===== src/rtl/reorder_buffer_if.sv =====
// Issue / CDB / retire bundle for the reorder buffer.
// Operand lookup signals exist only when ROB_BYPASS_EN is defined.
interface reorder_buffer_if #(
  parameter int SIZE  = 8,
  parameter int IDX_W = $clog2(SIZE)
);
  logic                       alloc_valid_in;
  logic [4:0]                 alloc_rd_in;
  logic                       alloc_has_rd_in;
  logic                       ready_out;
  logic [IDX_W-1:0]           alloc_idx_out;

  logic                       cdb_valid_in;
  logic [IDX_W-1:0]           cdb_idx_in;
  logic signed [31:0]         cdb_data_in;
  logic                       cdb_mispredict_in;
  logic [31:0]                cdb_target_in;

  logic                       we_out;
  logic [4:0]                 wa_out;
  logic signed [31:0]         wd_out;
  logic [IDX_W-1:0]           wrob_ix_out;
  logic                       flush_out;
  logic [SIZE-1:0][4:0]       flush_addrs_out;
  logic [31:0]                redirect_pc_out;
  logic [IDX_W:0]             count_out;

`ifdef ROB_BYPASS_EN
  logic [IDX_W-1:0]           query_idx1_in;
  logic [IDX_W-1:0]           query_idx2_in;
  logic                       query_ready1_out;
  logic                       query_ready2_out;
  logic signed [31:0]         query_data1_out;
  logic signed [31:0]         query_data2_out;

  modport master (
    output alloc_valid_in, alloc_rd_in, alloc_has_rd_in,
    output cdb_valid_in, cdb_idx_in, cdb_data_in, cdb_mispredict_in, cdb_target_in,
    output query_idx1_in, query_idx2_in,
    input  ready_out, alloc_idx_out, we_out, wa_out, wd_out, wrob_ix_out,
    input  flush_out, flush_addrs_out, redirect_pc_out, count_out,
    input  query_ready1_out, query_ready2_out, query_data1_out, query_data2_out
  );

  modport slave (
    input  alloc_valid_in, alloc_rd_in, alloc_has_rd_in,
    input  cdb_valid_in, cdb_idx_in, cdb_data_in, cdb_mispredict_in, cdb_target_in,
    input  query_idx1_in, query_idx2_in,
    output ready_out, alloc_idx_out, we_out, wa_out, wd_out, wrob_ix_out,
    output flush_out, flush_addrs_out, redirect_pc_out, count_out,
    output query_ready1_out, query_ready2_out, query_data1_out, query_data2_out
  );
`else
  modport master (
    output alloc_valid_in, alloc_rd_in, alloc_has_rd_in,
    output cdb_valid_in, cdb_idx_in, cdb_data_in, cdb_mispredict_in, cdb_target_in,
    input  ready_out, alloc_idx_out, we_out, wa_out, wd_out, wrob_ix_out,
    input  flush_out, flush_addrs_out, redirect_pc_out, count_out
  );

  modport slave (
    input  alloc_valid_in, alloc_rd_in, alloc_has_rd_in,
    input  cdb_valid_in, cdb_idx_in, cdb_data_in, cdb_mispredict_in, cdb_target_in,
    output ready_out, alloc_idx_out, we_out, wa_out, wd_out, wrob_ix_out,
    output flush_out, flush_addrs_out, redirect_pc_out, count_out
  );
`endif
endinterface


===== src/rtl/reorder_buffer.sv =====
// Circular in-order retirement buffer for the Tomasulo core; squashes everything on a mispredicted head.
// Optional operand lookup ports are enabled by defining ROB_BYPASS_EN.
module reorder_buffer #(
  parameter int SIZE  = 8,
  parameter int IDX_W = $clog2(SIZE)
) (
  input  logic             clk_in,
  input  logic             rst_in,
  reorder_buffer_if.slave  rob
);

  logic [SIZE-1:0]        busy_q, busy_d, done_q, done_d;
  logic [SIZE-1:0]        hasRd_q, hasRd_d, misp_q, misp_d;
  logic [4:0]             rd_q     [SIZE];
  logic [4:0]             rd_d     [SIZE];
  logic signed [31:0]     value_q  [SIZE];
  logic signed [31:0]     value_d  [SIZE];
  logic [31:0]            target_q [SIZE];
  logic [31:0]            target_d [SIZE];
  logic [IDX_W-1:0]       head_q, head_d, tail_q, tail_d;
  logic [IDX_W:0]         count_q, count_d;

  logic                   we_q, we_d, flush_q, flush_d;
  logic [4:0]             wa_q, wa_d;
  logic signed [31:0]     wd_q, wd_d;
  logic [IDX_W-1:0]       wrobIx_q, wrobIx_d;
  logic [SIZE-1:0][4:0]   flushAddrs_q, flushAddrs_d;
  logic [31:0]            redirect_q, redirect_d;

  logic commitOk, flushNow, readyInt, allocFire, wbFire;

  // A mispredicted head blocks allocation so nothing is issued into a buffer about to be squashed.
  always_comb begin
    commitOk  = busy_q[head_q] && done_q[head_q];
    flushNow  = commitOk && misp_q[head_q];
    readyInt  = (count_q < (IDX_W+1)'(SIZE)) && !flushNow;
    allocFire = rob.alloc_valid_in && readyInt;
    wbFire    = rob.cdb_valid_in && busy_q[rob.cdb_idx_in];
  end

  always_comb begin
    busy_d       = busy_q;
    done_d       = done_q;
    hasRd_d      = hasRd_q;
    misp_d       = misp_q;
    rd_d         = rd_q;
    value_d      = value_q;
    target_d     = target_q;
    head_d       = head_q;
    tail_d       = tail_q;
    we_d         = 1'b0;
    flush_d      = 1'b0;
    wa_d         = wa_q;
    wd_d         = wd_q;
    wrobIx_d     = wrobIx_q;
    flushAddrs_d = flushAddrs_q;
    redirect_d   = redirect_q;

    if (allocFire) begin
      busy_d[tail_q]  = 1'b1;
      done_d[tail_q]  = 1'b0;
      misp_d[tail_q]  = 1'b0;
      rd_d[tail_q]    = rob.alloc_rd_in;
      hasRd_d[tail_q] = rob.alloc_has_rd_in;
      tail_d          = tail_q + 1'b1;
    end

    if (wbFire) begin
      done_d[rob.cdb_idx_in]   = 1'b1;
      value_d[rob.cdb_idx_in]  = rob.cdb_data_in;
      misp_d[rob.cdb_idx_in]   = rob.cdb_mispredict_in;
      target_d[rob.cdb_idx_in] = rob.cdb_target_in;
    end

    if (commitOk) begin
      we_d           = hasRd_q[head_q] && (rd_q[head_q] != 5'd0);
      wa_d           = rd_q[head_q];
      wd_d           = value_q[head_q];
      wrobIx_d       = head_q;
      busy_d[head_q] = 1'b0;
      done_d[head_q] = 1'b0;
      head_d         = head_q + 1'b1;
    end

    // The head still retires its link value; every younger entry is reported and discarded.
    if (flushNow) begin
      flush_d    = 1'b1;
      redirect_d = target_q[head_q];
      for (int i = 0; i < SIZE; i++) begin
        flushAddrs_d[i] = (IDX_W'(i) != head_q && busy_q[i] && hasRd_q[i]) ? rd_q[i] : 5'd0;
      end
      busy_d  = '0;
      done_d  = '0;
      head_d  = '0;
      tail_d  = '0;
      count_d = '0;
    end else begin
      count_d = count_q + (IDX_W+1)'(allocFire) - (IDX_W+1)'(commitOk);
    end
  end

  always_ff @(posedge clk_in) begin
    if (rst_in) begin
      busy_q       <= '0;
      done_q       <= '0;
      head_q       <= '0;
      tail_q       <= '0;
      count_q      <= '0;
      we_q         <= 1'b0;
      flush_q      <= 1'b0;
      wa_q         <= '0;
      wd_q         <= '0;
      wrobIx_q     <= '0;
      flushAddrs_q <= '0;
      redirect_q   <= '0;
    end else begin
      busy_q       <= busy_d;
      done_q       <= done_d;
      head_q       <= head_d;
      tail_q       <= tail_d;
      count_q      <= count_d;
      we_q         <= we_d;
      flush_q      <= flush_d;
      wa_q         <= wa_d;
      wd_q         <= wd_d;
      wrobIx_q     <= wrobIx_d;
      flushAddrs_q <= flushAddrs_d;
      redirect_q   <= redirect_d;
    end
  end

  // Payload fields are only meaningful while busy, so they carry no reset.
  always_ff @(posedge clk_in) begin
    hasRd_q  <= hasRd_d;
    misp_q   <= misp_d;
    rd_q     <= rd_d;
    value_q  <= value_d;
    target_q <= target_d;
  end

  assign rob.ready_out       = readyInt;
  assign rob.alloc_idx_out   = tail_q;
  assign rob.we_out          = we_q;
  assign rob.wa_out          = wa_q;
  assign rob.wd_out          = wd_q;
  assign rob.wrob_ix_out     = wrobIx_q;
  assign rob.flush_out       = flush_q;
  assign rob.flush_addrs_out = flushAddrs_q;
  assign rob.redirect_pc_out = redirect_q;
  assign rob.count_out       = count_q;

`ifdef ROB_BYPASS_EN
  // A same-cycle CDB broadcast wins over the stored value so operands are never one cycle stale.
  logic cdbHit1, cdbHit2;
  assign cdbHit1 = rob.cdb_valid_in && (rob.cdb_idx_in == rob.query_idx1_in);
  assign cdbHit2 = rob.cdb_valid_in && (rob.cdb_idx_in == rob.query_idx2_in);
  assign rob.query_ready1_out = done_q[rob.query_idx1_in] || cdbHit1;
  assign rob.query_ready2_out = done_q[rob.query_idx2_in] || cdbHit2;
  assign rob.query_data1_out  = cdbHit1 ? rob.cdb_data_in : value_q[rob.query_idx1_in];
  assign rob.query_data2_out  = cdbHit2 ? rob.cdb_data_in : value_q[rob.query_idx2_in];
`endif

endmodule


===== src/flat_wrapper.sv =====
// flat-port wrapper written by rule: the top's interface ports become plain ports
module reorder_buffer_flat 
#(
  parameter int SIZE  = 8,
  parameter int IDX_W = $clog2(SIZE)
)
  (clk_in, rst_in, rob_alloc_valid_in, rob_alloc_rd_in, rob_alloc_has_rd_in, rob_cdb_valid_in, rob_cdb_idx_in, rob_cdb_data_in, rob_cdb_mispredict_in, rob_cdb_target_in, rob_ready_out, rob_alloc_idx_out, rob_we_out, rob_wa_out, rob_wd_out, rob_wrob_ix_out, rob_flush_out, rob_flush_addrs_out, rob_redirect_pc_out, rob_count_out);
  reorder_buffer_if #(.SIZE(SIZE), .IDX_W(IDX_W)) rob_i ();
  input  logic clk_in;
  input  logic rst_in;
  input wire logic [$bits(rob_i.alloc_valid_in)-1:0] rob_alloc_valid_in;
  input wire logic [$bits(rob_i.alloc_rd_in)-1:0] rob_alloc_rd_in;
  input wire logic [$bits(rob_i.alloc_has_rd_in)-1:0] rob_alloc_has_rd_in;
  input wire logic [$bits(rob_i.cdb_valid_in)-1:0] rob_cdb_valid_in;
  input wire logic [$bits(rob_i.cdb_idx_in)-1:0] rob_cdb_idx_in;
  input wire logic [$bits(rob_i.cdb_data_in)-1:0] rob_cdb_data_in;
  input wire logic [$bits(rob_i.cdb_mispredict_in)-1:0] rob_cdb_mispredict_in;
  input wire logic [$bits(rob_i.cdb_target_in)-1:0] rob_cdb_target_in;
  output wire logic [$bits(rob_i.ready_out)-1:0] rob_ready_out;
  output wire logic [$bits(rob_i.alloc_idx_out)-1:0] rob_alloc_idx_out;
  output wire logic [$bits(rob_i.we_out)-1:0] rob_we_out;
  output wire logic [$bits(rob_i.wa_out)-1:0] rob_wa_out;
  output wire logic [$bits(rob_i.wd_out)-1:0] rob_wd_out;
  output wire logic [$bits(rob_i.wrob_ix_out)-1:0] rob_wrob_ix_out;
  output wire logic [$bits(rob_i.flush_out)-1:0] rob_flush_out;
  output wire logic [$bits(rob_i.flush_addrs_out)-1:0] rob_flush_addrs_out;
  output wire logic [$bits(rob_i.redirect_pc_out)-1:0] rob_redirect_pc_out;
  output wire logic [$bits(rob_i.count_out)-1:0] rob_count_out;
  assign rob_i.alloc_valid_in = rob_alloc_valid_in;
  assign rob_i.alloc_rd_in = rob_alloc_rd_in;
  assign rob_i.alloc_has_rd_in = rob_alloc_has_rd_in;
  assign rob_i.cdb_valid_in = rob_cdb_valid_in;
  assign rob_i.cdb_idx_in = rob_cdb_idx_in;
  assign rob_i.cdb_data_in = rob_cdb_data_in;
  assign rob_i.cdb_mispredict_in = rob_cdb_mispredict_in;
  assign rob_i.cdb_target_in = rob_cdb_target_in;
  assign rob_ready_out = rob_i.ready_out;
  assign rob_alloc_idx_out = rob_i.alloc_idx_out;
  assign rob_we_out = rob_i.we_out;
  assign rob_wa_out = rob_i.wa_out;
  assign rob_wd_out = rob_i.wd_out;
  assign rob_wrob_ix_out = rob_i.wrob_ix_out;
  assign rob_flush_out = rob_i.flush_out;
  assign rob_flush_addrs_out = rob_i.flush_addrs_out;
  assign rob_redirect_pc_out = rob_i.redirect_pc_out;
  assign rob_count_out = rob_i.count_out;
  reorder_buffer #(.SIZE(SIZE), .IDX_W(IDX_W)) u_core (.clk_in(clk_in), .rst_in(rst_in), .rob(rob_i));
endmodule

===== config.mk =====
export PLATFORM = sky130hd
export DESIGN_NAME = reorder_buffer_flat
export DESIGN_NICKNAME = d
export VERILOG_FILES = /design/src/rtl/reorder_buffer_if.sv /design/src/rtl/reorder_buffer.sv /design/src/flat_wrapper.sv
export SDC_FILE = /design/constraint.sdc
export NUM_CORES = 1
export LEC_CHECK = 0
export CORE_MARGIN = 2
export CORE_UTILIZATION = 60
export CTS_CLUSTER_SIZE = 14
export DETAILED_ROUTE_END_ITERATION = 7
export GPL_TIMING_DRIVEN = 1
export PLACE_DENSITY = 0.81
export SLEW_MARGIN = 20
export SYNTH_ARGS = -nofsm -noshare
export SYNTH_HDL_FRONTEND = slang
export SYNTH_SLANG_ARGS = --single-unit
export TNS_END_PERCENT = 50

===== constraint.sdc =====
create_clock -name clk_in -period 13.2 [get_ports clk_in]
set_input_delay 1.32 -clock clk_in [delete_from_list [all_inputs] [get_ports clk_in]]
set_output_delay 1.32 -clock clk_in [all_outputs]
set_load 0.05 [all_outputs]

==> results of run 1 <==
[report_power, final]
| part | internal (mW) | leakage, nW | switching (mW) |
|---|---|---|---|
| clock network | 1.12 | 1.11 | 0.807 |
| logic | 0.0643 | 2.58 | 0.119 |
| registers | 2.43 | 6.23 | 0.0169 |
| total | 3.62 | 9.92 | 0.943 |
[worst max-delay path: stages, from the launching register on]
cell and delay, ns:
dfxtp_4 0.94, buf_4 0.86, mux4_2 0.68, mux2i_4 0.27, nand3b_2 0.73, nor2_4 0.01
buf_4 0.33, nor2_1 0.15, clkdlybuf4s50_1 0.82
[cell usage after synthesis (all sizes together) (36+ instances only)]
cell type	number	share of area [%]
a211oi	65	1.8
a21oi	155	3.2
a221oi	40	1.3
a22oi	36	0.99
buf	65	1.3
clkbuf	59	0.82
dfxtp	148	11
edfxtp	560	62
mux2	36	1.5
mux4	91	7.5
nand2	69	0.95
nand4	43	0.99
nor2	62	0.85
o21ai	57	1.0
[cell families after synthesis]
group           after synthesis
flops                       708
mux                         157
compound gates              405
xor+xnor                      5
buf+inv                     150
fa+ha+maj                    12
simple gates                229
[metal layers]
metal | global-route usage, % | wire length, um
met1 | 37.4 | 25200
met2 | 43.4 | 32000
met3 | 5.84 | 5900
met4 | 13.4 | 1940
met5 | 0 | 32
[layout make-up]
cell class,instances,area (um2),share of cell area (%)
diodes,11,27.5,0.0859
clock buffers,111,2120,6.62
clock inverters,15,128,0.398
inverters,26,97.6,0.305
multi-input cells,808,6880,21.5
flip-flops and latches,708,19800,61.8
well taps,600,751,2.34
repair buffers,229,2230,6.98
[sequential cells by signal (all words and copies together), names as in the netlist]
signal,count
u_core.busy_q,8
u_core.done_q,8
u_core.hasRd_q,8
u_core.head_q,3
u_core.misp_q,8
u_core.rd_q,40
u_core.rob.alloc_idx_out,3
u_core.rob.count_out,4
u_core.rob.flush_addrs_out,40
u_core.rob.flush_out,1
u_core.rob.redirect_pc_out,32
u_core.rob.wa_out,5
u_core.rob.wd_out,32
u_core.rob.we_out,1
u_core.rob.wrob_ix_out,3
u_core.target_q,256
u_core.value_q,256
[path summary, 6_finish.rpt]
check / startpoint / endpoint / slack (ns) / depth (start not counted)
setup / recovery: u_core.head_q[0]$_SDFFE_PP0N_ / rob_ready_out / 6.39 / 8
hold / removal: u_core.rob.flush_addrs_out[31]$_SDFFE_PP0P_ / u_core.rob.flush_addrs_out[31]$_SDFFE_PP0P_ / 0.47 / 2
setup reg to reg: u_core.head_q[0]$_SDFFE_PP0N_ / u_core.rob.count_out[1]$_SDFF_PP0_ / 8.00 / 11
hold reg to reg: u_core.rob.flush_addrs_out[31]$_SDFFE_PP0P_ / u_core.rob.flush_addrs_out[31]$_SDFFE_PP0P_ / 0.47 / 2
[through the flow]
step	util (%)	hold slack (ns)
finish	71.0	0.475
global route	71.0	0.492
CTS	70.9	0.475
detailed placement	65.9	0.467
global placement	65.9	0.461
floorplan	-	0.438
==> results.cfg, run 1 <==
[clock_network]
clk_root_buffer_cell = clkbuf_16
cts_resized = 0
postCtsSetupBuffers = 0
cts_tree = done
tritoncts.num_buffers = 68
clk_pin_slew_ns = 0.07
cts_num_sinks = 708
clock_h_tree_levels = 3
clock_insertion_delay_worst_skew_ns = 0.60
cts.path.max_buffers = 3
postCtsHoldBufs = 0

[pwr]
powerDensity_nw_per_um2 = 142
p_total_mw = 4.56
static_leakage_power_nw = 9.92
vdd_drop_max_mv = 0.132

[routing]
detailed_router_iteration_count_before_antenna_repair = 5
detail_route.iter0.violations = 2031
drc = 0
antenna_left = 0
vias = 16456
route.detailed.vias_per_inst = 6.56
postRouteWirelength_um = 65100
routed_wire_length_per_instance_um = 25.9

[synth]
combinational_family_with_the_most_area_after_synthesis = multiplexers
yosysSeqAreaShare_pct = 72.7
syn_avg_cell_area_um2 = 16.3
synth_compound_gate_area_share_pct = 9.92
synth_flop_cell = edfxtp_1
yosys.cell_types.count = 60
synth_mux_area_share_pct = 10.2
ys_seq_elements = 708
synth_async_sr_flop_share_pct = 0
synth_edf_count = 560
syn-cell-area_um2 = 27200
syn_nets = 1756
synth-adder-area-share_pct = 0.579
synth_simple_gate_area_share_pct = 4.05
synthesis.yosys.warnings = 0
postSynthCellCount = 1666
post_synth_xor_area_fraction_pct = 0.161

[worst_setup_path]
capturing_element_type_of_the_critical_path = output port
critical_path.max_fanout = 58
worstSetupStartpointType = flip-flop
timing.critical_path.required_ns = 11.88
cp_data_arrival_time_ns = 5.49
critPathKind = flip-flop to output port

[finish]
nets = 1931
fillers = 2714
layout.cells.most_common_list = 560 x edfxtp_1, 198 x clkdlybuf4s50_1, 145 x dfxtp_1
finish.instance_area_um2 = 32000
layout_commonest_cell = edfxtp_1
synth_to_final_area_change_pct = 17.7
post_layout_cell_count = 2508
layout-drive-gt1-share_pct = 16.4

[floorplan]
core.rowCount = 78
start_util_pct = 60.4
pin_count = 200
chipWidth_um = 217
coreArea_um2 = 45100
fp.dieH_um = 217
die_area_um2 = 47100

[placement]
port_buffers = 199
globalplace.congestion = 0.885
detailedPlace.worstSlack_ns = 7.02
dp_hpwl_um = 36400
placed_area_um2 = 29700
post-place-cells = 2370

[min_path]
worst_hold_path_type = flip-flop to flip-flop

[sta]
timing_hold_violations_final = 0
finalSetupViolations = 0
final_min_period_over_clock_period_pct = 51.6
timing.clock.skew_ns = 0.0198
timing.fmax_mhz = 147
slew-limit-headroom_pct = 23.9
post-route-worst-setup-slack_ns = 6.39
setup_total_negative_slack_ns = 0
period_minus_slack_ns = 6.81
rsz0062_at_grt = false
finalMaxSlewViolations = 0
worst_slew_pin_slew_ns = 1.14

[global_routing]
overflow = 0
grt_usage_pct = 27.7
grt_antenna_before_repair = 10
pin_count_of_the_biggest_net_entering_global_routing = 76
grt_first_pass_wirelength_um = 98200
first_global_vias = 16509

[flow_run]
max-cap-violations = 0

[outcome]
outcome = finished clean
Note: power is estimated with default switching activity, not from simulation.
==> inputs of run 2 (changes only) <==
- CORE_UTILIZATION: 60 -> 53
- PLACE_DENSITY: 0.81 -> 0.76
- clock period: 13.2 -> 5.5 ns (I/O delays scaled with it)
==> run 2 against run 1 <==
Sequential power increased by 140%. First-iteration DRC count shrank 8.2%. Clock power up 150%. Die area up 13%. Sequential share of layout area fell by 0.40 points. Critical path depth up 1. Wire length shrank 2.3%. Core utilization decreased by 7.9 points. Non-clock buffer count is 2 higher. Register-to-register slack lost 6.5 ns. Cell area up 0.65%. Clock skew increased by 0.0083 ns. Critical path type unchanged. Largest power group unchanged.
==> results.cfg, run 2 (synthesis gave the netlist of run 1 again) <==
[global_routing]
overflow = 0
pin_count_of_the_biggest_net_entering_global_routing = 76
grt_usage_pct = 24.0
grt_first_pass_wirelength_um = 96900
grt_antenna_before_repair = 6
first_global_vias = 16172

[finish]
layout-drive-gt1-share_pct = 16.8
synth_to_final_area_change_pct = 18.4
layout.cells.most_common_list = 560 x edfxtp_1, 197 x clkdlybuf4s50_1, 145 x dfxtp_1
fillers = 3584
post_layout_cell_count = 2586
biggestRegsByFlops = u_core.target_q (256), u_core.value_q (256)
nets = 1935
layout_commonest_cell = edfxtp_1

[sta]
rsz0062_at_grt = false
slew-limit-headroom_pct = 28.5
final_min_period_over_clock_period_pct = 74.0
finalMaxSlewViolations = 0
timing_hold_violations_final = 0
timing.clock.skew_ns = 0.0281
setup_total_negative_slack_ns = 0
post-route-worst-setup-slack_ns = 1.43
finalSetupViolations = 0
worst_slew_pin_slew_ns = 1.07
timing.fmax_mhz = 246
period_minus_slack_ns = 4.07

[placement]
dp_hpwl_um = 37100
port_buffers = 199
globalplace.congestion = 0.843
post-place-cells = 2453
detailedPlace.worstSlack_ns = 1.49

[worst_setup_path]
timing.critical_path.required_ns = 4.95
max_stage_delay_ns = 0.63
critical-path-top-cell-by-count = buf_4
critical_path.max_fanout = 62
cp_data_arrival_time_ns = 3.52
worstSetupStartpointType = flip-flop
r2r.worst_path.cells = 11
crit_chain = clkinv_1 > buf_4 > o2111ai_1 > nand2_2 > buf_4 > nor2_4 > buf_4 > nor2_1 > buf_4
critPathKind = flip-flop to output port
capturing_element_type_of_the_critical_path = output port
crit_slowest_cell = dfxtp_4

[pwr]
powerDensity_nw_per_um2 = 344
p_total_mw = 11.1
vdd_drop_max_mv = 0.265
static_leakage_power_nw = 9.96

[min_path]
worst_hold_path_type = flip-flop to flip-flop
worstHoldPathCells = 2

[routing]
route.met2.wl_um = 30900
antenna_left = 0
route.met3.wl_um = 4850
routed_wire_length_per_instance_um = 24.6
vias = 15985
met1Wirelength_um = 26100
drc = 0
route.detailed.vias_per_inst = 6.18
postRouteWirelength_um = 63600
detail_route.iter0.violations = 1864
detailed_router_iteration_count_before_antenna_repair = 6
top_layer = met5

[floorplan]
coreArea_um2 = 51100
core.rowCount = 83
die_area_um2 = 53200
start_util_pct = 53.3
pin_count = 200
fp.dieH_um = 231
chipWidth_um = 231

[clock_network]
postCtsSetupBuffers = 0
clock_h_tree_levels = 3
clk_root_buffer_cell = clkbuf_16
postCtsHoldBufs = 0
cts.path.max_buffers = 3
tritoncts.num_buffers = 70
clk_pin_slew_ns = 0.06
cts_num_sinks = 708
cts_resized = 0
clock_insertion_delay_worst_skew_ns = 0.60
cts_tree = done

[flow_run]
max-cap-violations = 0

[outcome]
outcome = finished clean
## run 2: changes by cell type in the layout (fill, tap and decap cells not counted), sizes merged
cell	delta
clkinv	+12
clkinvlp	+3
diode	-7
buf	+3
bufinv	+4
inv	-2
clkbuf	-14
clkdlybuf4s50	-1
## run 2: worst paths after layout
check	start	to	slack, ns
max reg2reg	u_core.head_q[1]$_SDFFE_PP0N_	u_core.rob.count_out[2]$_SDFF_PP0_	1.50
min reg2reg	u_core.rob.flush_addrs_out[7]$_SDFFE_PP0P_	u_core.rob.flush_addrs_out[7]$_SDFFE_PP0P_	0.47
min	u_core.rob.flush_addrs_out[7]$_SDFFE_PP0P_	u_core.rob.flush_addrs_out[7]$_SDFFE_PP0P_	0.47
max	u_core.head_q[2]$_SDFFE_PP0N_	rob_ready_out	1.43
## run 2: routing by layer
layer | up-vias | GRT usage [%]
li1 | 7027 | -
met1 | 8152 | 33.1
met2 | 695 | 38.8
met3 | 103 | 4.14
met4 | 8 | 8.97
met5 | - | 0
## run 2: per-stage QoR
step	util (%)	hold WS, ns	area [um2]
after global placement	58.5	0.465	29900
after global routing	63.1	0.502	32200
after detailed placement	58.5	0.467	29900
final	63.1	0.473	32200
after floorplan	-	0.438	27200
after CTS	63.1	0.475	32200
## run 2: power breakdown
| part | total, mW | switching [mW] | internal (mW) |
|---|---|---|---|
| logic | 0.442 | 0.286 | 0.156 |
| registers | 5.87 | 0.0455 | 5.83 |
| clock network | 4.76 | 1.96 | 2.80 |
## run 2: area by class of cell
type	instances	area, um2	area share, %
Clock inverter	32	308	0.955
Tap cell	680	851	2.64
Inverter	26	97.6	0.303
Sequential cell	708	19800	61.4
Clock buffer	97	2010	6.23
Multi-Input combinational cell	808	6880	21.4
Timing Repair Buffer	231	2290	7.10
Antenna cell	4	10.0	0.0310
## run 2: worst max-delay path: cells and delay by family (launching register included)
kind / cells / cell delay [ns]
buffers and inverters: 5 / 1.70
flip-flops: 1 / 0.63
AO/OA/AOI/OAI: 1 / 0.18
AND/OR/NAND/NOR: 3 / 0.35
==> inputs of run 3 (changes only) <==
- clock period: 5.5 -> 3.5 ns (I/O delays scaled with it)
==> run 3 against run 2 <==
Clock skew is 0.016 ns lower. First-iteration DRC count is 6.6% lower. Non-clock buffer count is 18 higher. Core utilization is 0.051 points higher. Clock-buffer cell count is 12 higher. Hold slack worse by 0.25 ns. Sequential share of layout area is 0.050 points lower. Combinational power is 60% higher. Power is 54% higher. Global-route usage is 0.23 points higher. Worst setup slack worse by 1.3 ns. Largest cell class unchanged.
==> results.cfg, run 3 (synthesis gave the netlist of run 1 again) <==
[routing]
postRouteWirelength_um = 64600
routed_wire_length_per_instance_um = 24.9
route.detailed.vias_per_inst = 6.24
detailed_router_iteration_count_before_antenna_repair = 5
antenna_left = 0
vias = 16224
drc = 0
detail_route.iter0.violations = 1741

[clock_network]
clock_insertion_delay_worst_skew_ns = 0.60
clk_root_buffer_cell = clkbuf_16
cts.path.max_buffers = 3
cts_num_sinks = 708
tritoncts.num_buffers = 69
clock_h_tree_levels = 3
postCtsHoldBufs = 0
cts_tree = done
clk_pin_slew_ns = 0.06

[pwr]
vdd_drop_max_mv = 0.390
combinationalPowerShare_pct = 4.2
intPower_mw = 13.5
powerDensity_nw_per_um2 = 527
power.net_switching_mw = 3.52
static_leakage_power_nw = 9.99
netSwitchingFraction_pct = 20.7
p_seq_share_pct = 54.2
p_total_mw = 17.0
clock_power_share_pct = 41.7

[placement]
globalplace.congestion = 0.885
dp_hpwl_um = 38900
detailedPlace.worstSlack_ns = 0.202
port_buffers = 199
placed_area_um2 = 30100

[sta]
final_min_period_over_clock_period_pct = 95.7
post-route-worst-setup-slack_ns = 0.149
rsz0062_at_grt = true
worst_slew_pin_slew_ns = 1.11
setup_total_negative_slack_ns = 0
timing.clock.skew_ns = 0.0125
finalSetupViolations = 0
timing.fmax_mhz = 298
timing_hold_violations_final = 0
finalMaxSlewViolations = 0
period_minus_slack_ns = 3.35
slew-limit-headroom_pct = 26.3

[worst_setup_path]
worstSetupStartpointType = flip-flop
critical-path-top-cell-by-count = ha_1
critPathKind = flip-flop to flip-flop
crit_chain = a21boi_0 > o21bai_1 > nand2_1 > nor2_4 > ha_1 > inv_1 > ha_1 > a21o_1 > a21oi_1 > xnor2_1 > nor3_1
capturing_element_type_of_the_critical_path = flip-flop
cp_data_arrival_time_ns = 3.81
critical_path.max_fanout = 35
max_stage_delay_ns = 0.84
crit_slowest_cell = nor2_4
timing.critical_path.required_ns = 3.95

[flow_run]
max-cap-violations = 0

[floorplan]
start_util_pct = 53.3
chipWidth_um = 231
pin_count = 200
die_area_um2 = 53200
coreArea_um2 = 51100
core.rowCount = 83
fp.dieH_um = 231

[global_routing]
grt_antenna_before_repair = 7
overflow = 0
pin_count_of_the_biggest_net_entering_global_routing = 74
first_global_vias = 16288
grt_usage_pct = 24.3
grt_first_pass_wirelength_um = 97600

[min_path]
worst_hold_path_type = primary input to flip-flop

[finish]
synth_to_final_area_change_pct = 18.5
finish.instance_area_um2 = 32300
biggestRegsByFlops = u_core.target_q (256), u_core.value_q (256)
layout_commonest_cell = edfxtp_1
layout-drive-gt1-share_pct = 16.7
nets = 1952
layout.cells.most_common_list = 560 x edfxtp_1, 197 x clkdlybuf4s50_1, 145 x dfxtp_1

[outcome]
outcome = finished clean
## run 3: cell count changes in the layout (fill, tap and decap cells not counted), sizes merged
cell,before,now
clkinv,23,14
clkbuf,97,109
inv,27,25
clkinvlp,3,1
buf,34,52
bufinv,5,1
diode,4,3
## run 3: area by class of cell
class                   instances  area (um2)
clock buffers                 109        2060
diodes                          3        7.51
clock inverters                15        93.8
inverters                      26        97.6
flip-flops and latches        708       19800
fillers                      3511       18800
multi-input cells             808        6910
repair buffers                249        2460
well taps                     680         851
## run 3: power groups by stage
stage	Combinational [mW]	Clock (mW)	Sequential [mW]
after floorplan	0.300	0	9.45
after global placement	0.676	0	9.39
after detailed placement	0.703	0	9.39
after CTS	0.705	7.18	9.22
after global routing	0.758	7.49	9.22
final	0.708	7.09	9.22
## run 3: repair_timing
item                       in CTS  in global routing
setup endpoints to repair       0                  2
gates resized for setup         0                  1
buffers inserted                0                  0
## run 3: critical path, delay by kind of cell (launching register included)
kind,cells,cell delay (ns)
fa+ha+maj,2,0.62
buf+inv,1,0.06
compound gates,4,0.87
simple gates,3,1.08
xor+xnor,1,0.17
flops,1,0.41
## run 3: final timing paths
| kind | slack, ns | cells past startpoint | from | to |
|---|---|---|---|---|
| worst max-delay path | 0.15 | 11 | u_core.head_q[0]$_SDFFE_PP0N_ | u_core.rob.count_out[3]$_SDFF_PP0_ |
| worst min-delay path | 0.22 | 2 | rst_in | u_core.rob.wrob_ix_out[2]$_SDFFE_PP0N_ |
| worst max register to register | 0.15 | 11 | u_core.head_q[0]$_SDFFE_PP0N_ | u_core.rob.count_out[3]$_SDFF_PP0_ |
| worst min register to register | 0.47 | 2 | u_core.rob.flush_addrs_out[10]$_SDFFE_PP0P_ | u_core.rob.flush_addrs_out[10]$_SDFFE_PP0P_ |
## run 3: per-stage QoR
stage                     util (%)  hold WS [ns]  std cells
after floorplan                  -         0.438       1666
after global routing          63.1         0.226       2597
after CTS                     63.1         0.192       2595
final                         63.1         0.223       2598
after detailed placement      58.9         0.467       2471
after global placement        58.9         0.459       2471
## run 3: per-layer routing
metal  global-route usage, %  part of all wire [%]  up-vias
li1                        -                     -     7062
met2                    38.9                    48      746
met5                       0                 0.077        -
met1                    32.9                    40     8257
met4                    10.2                   3.4        8
met3                    4.59                   8.2      151
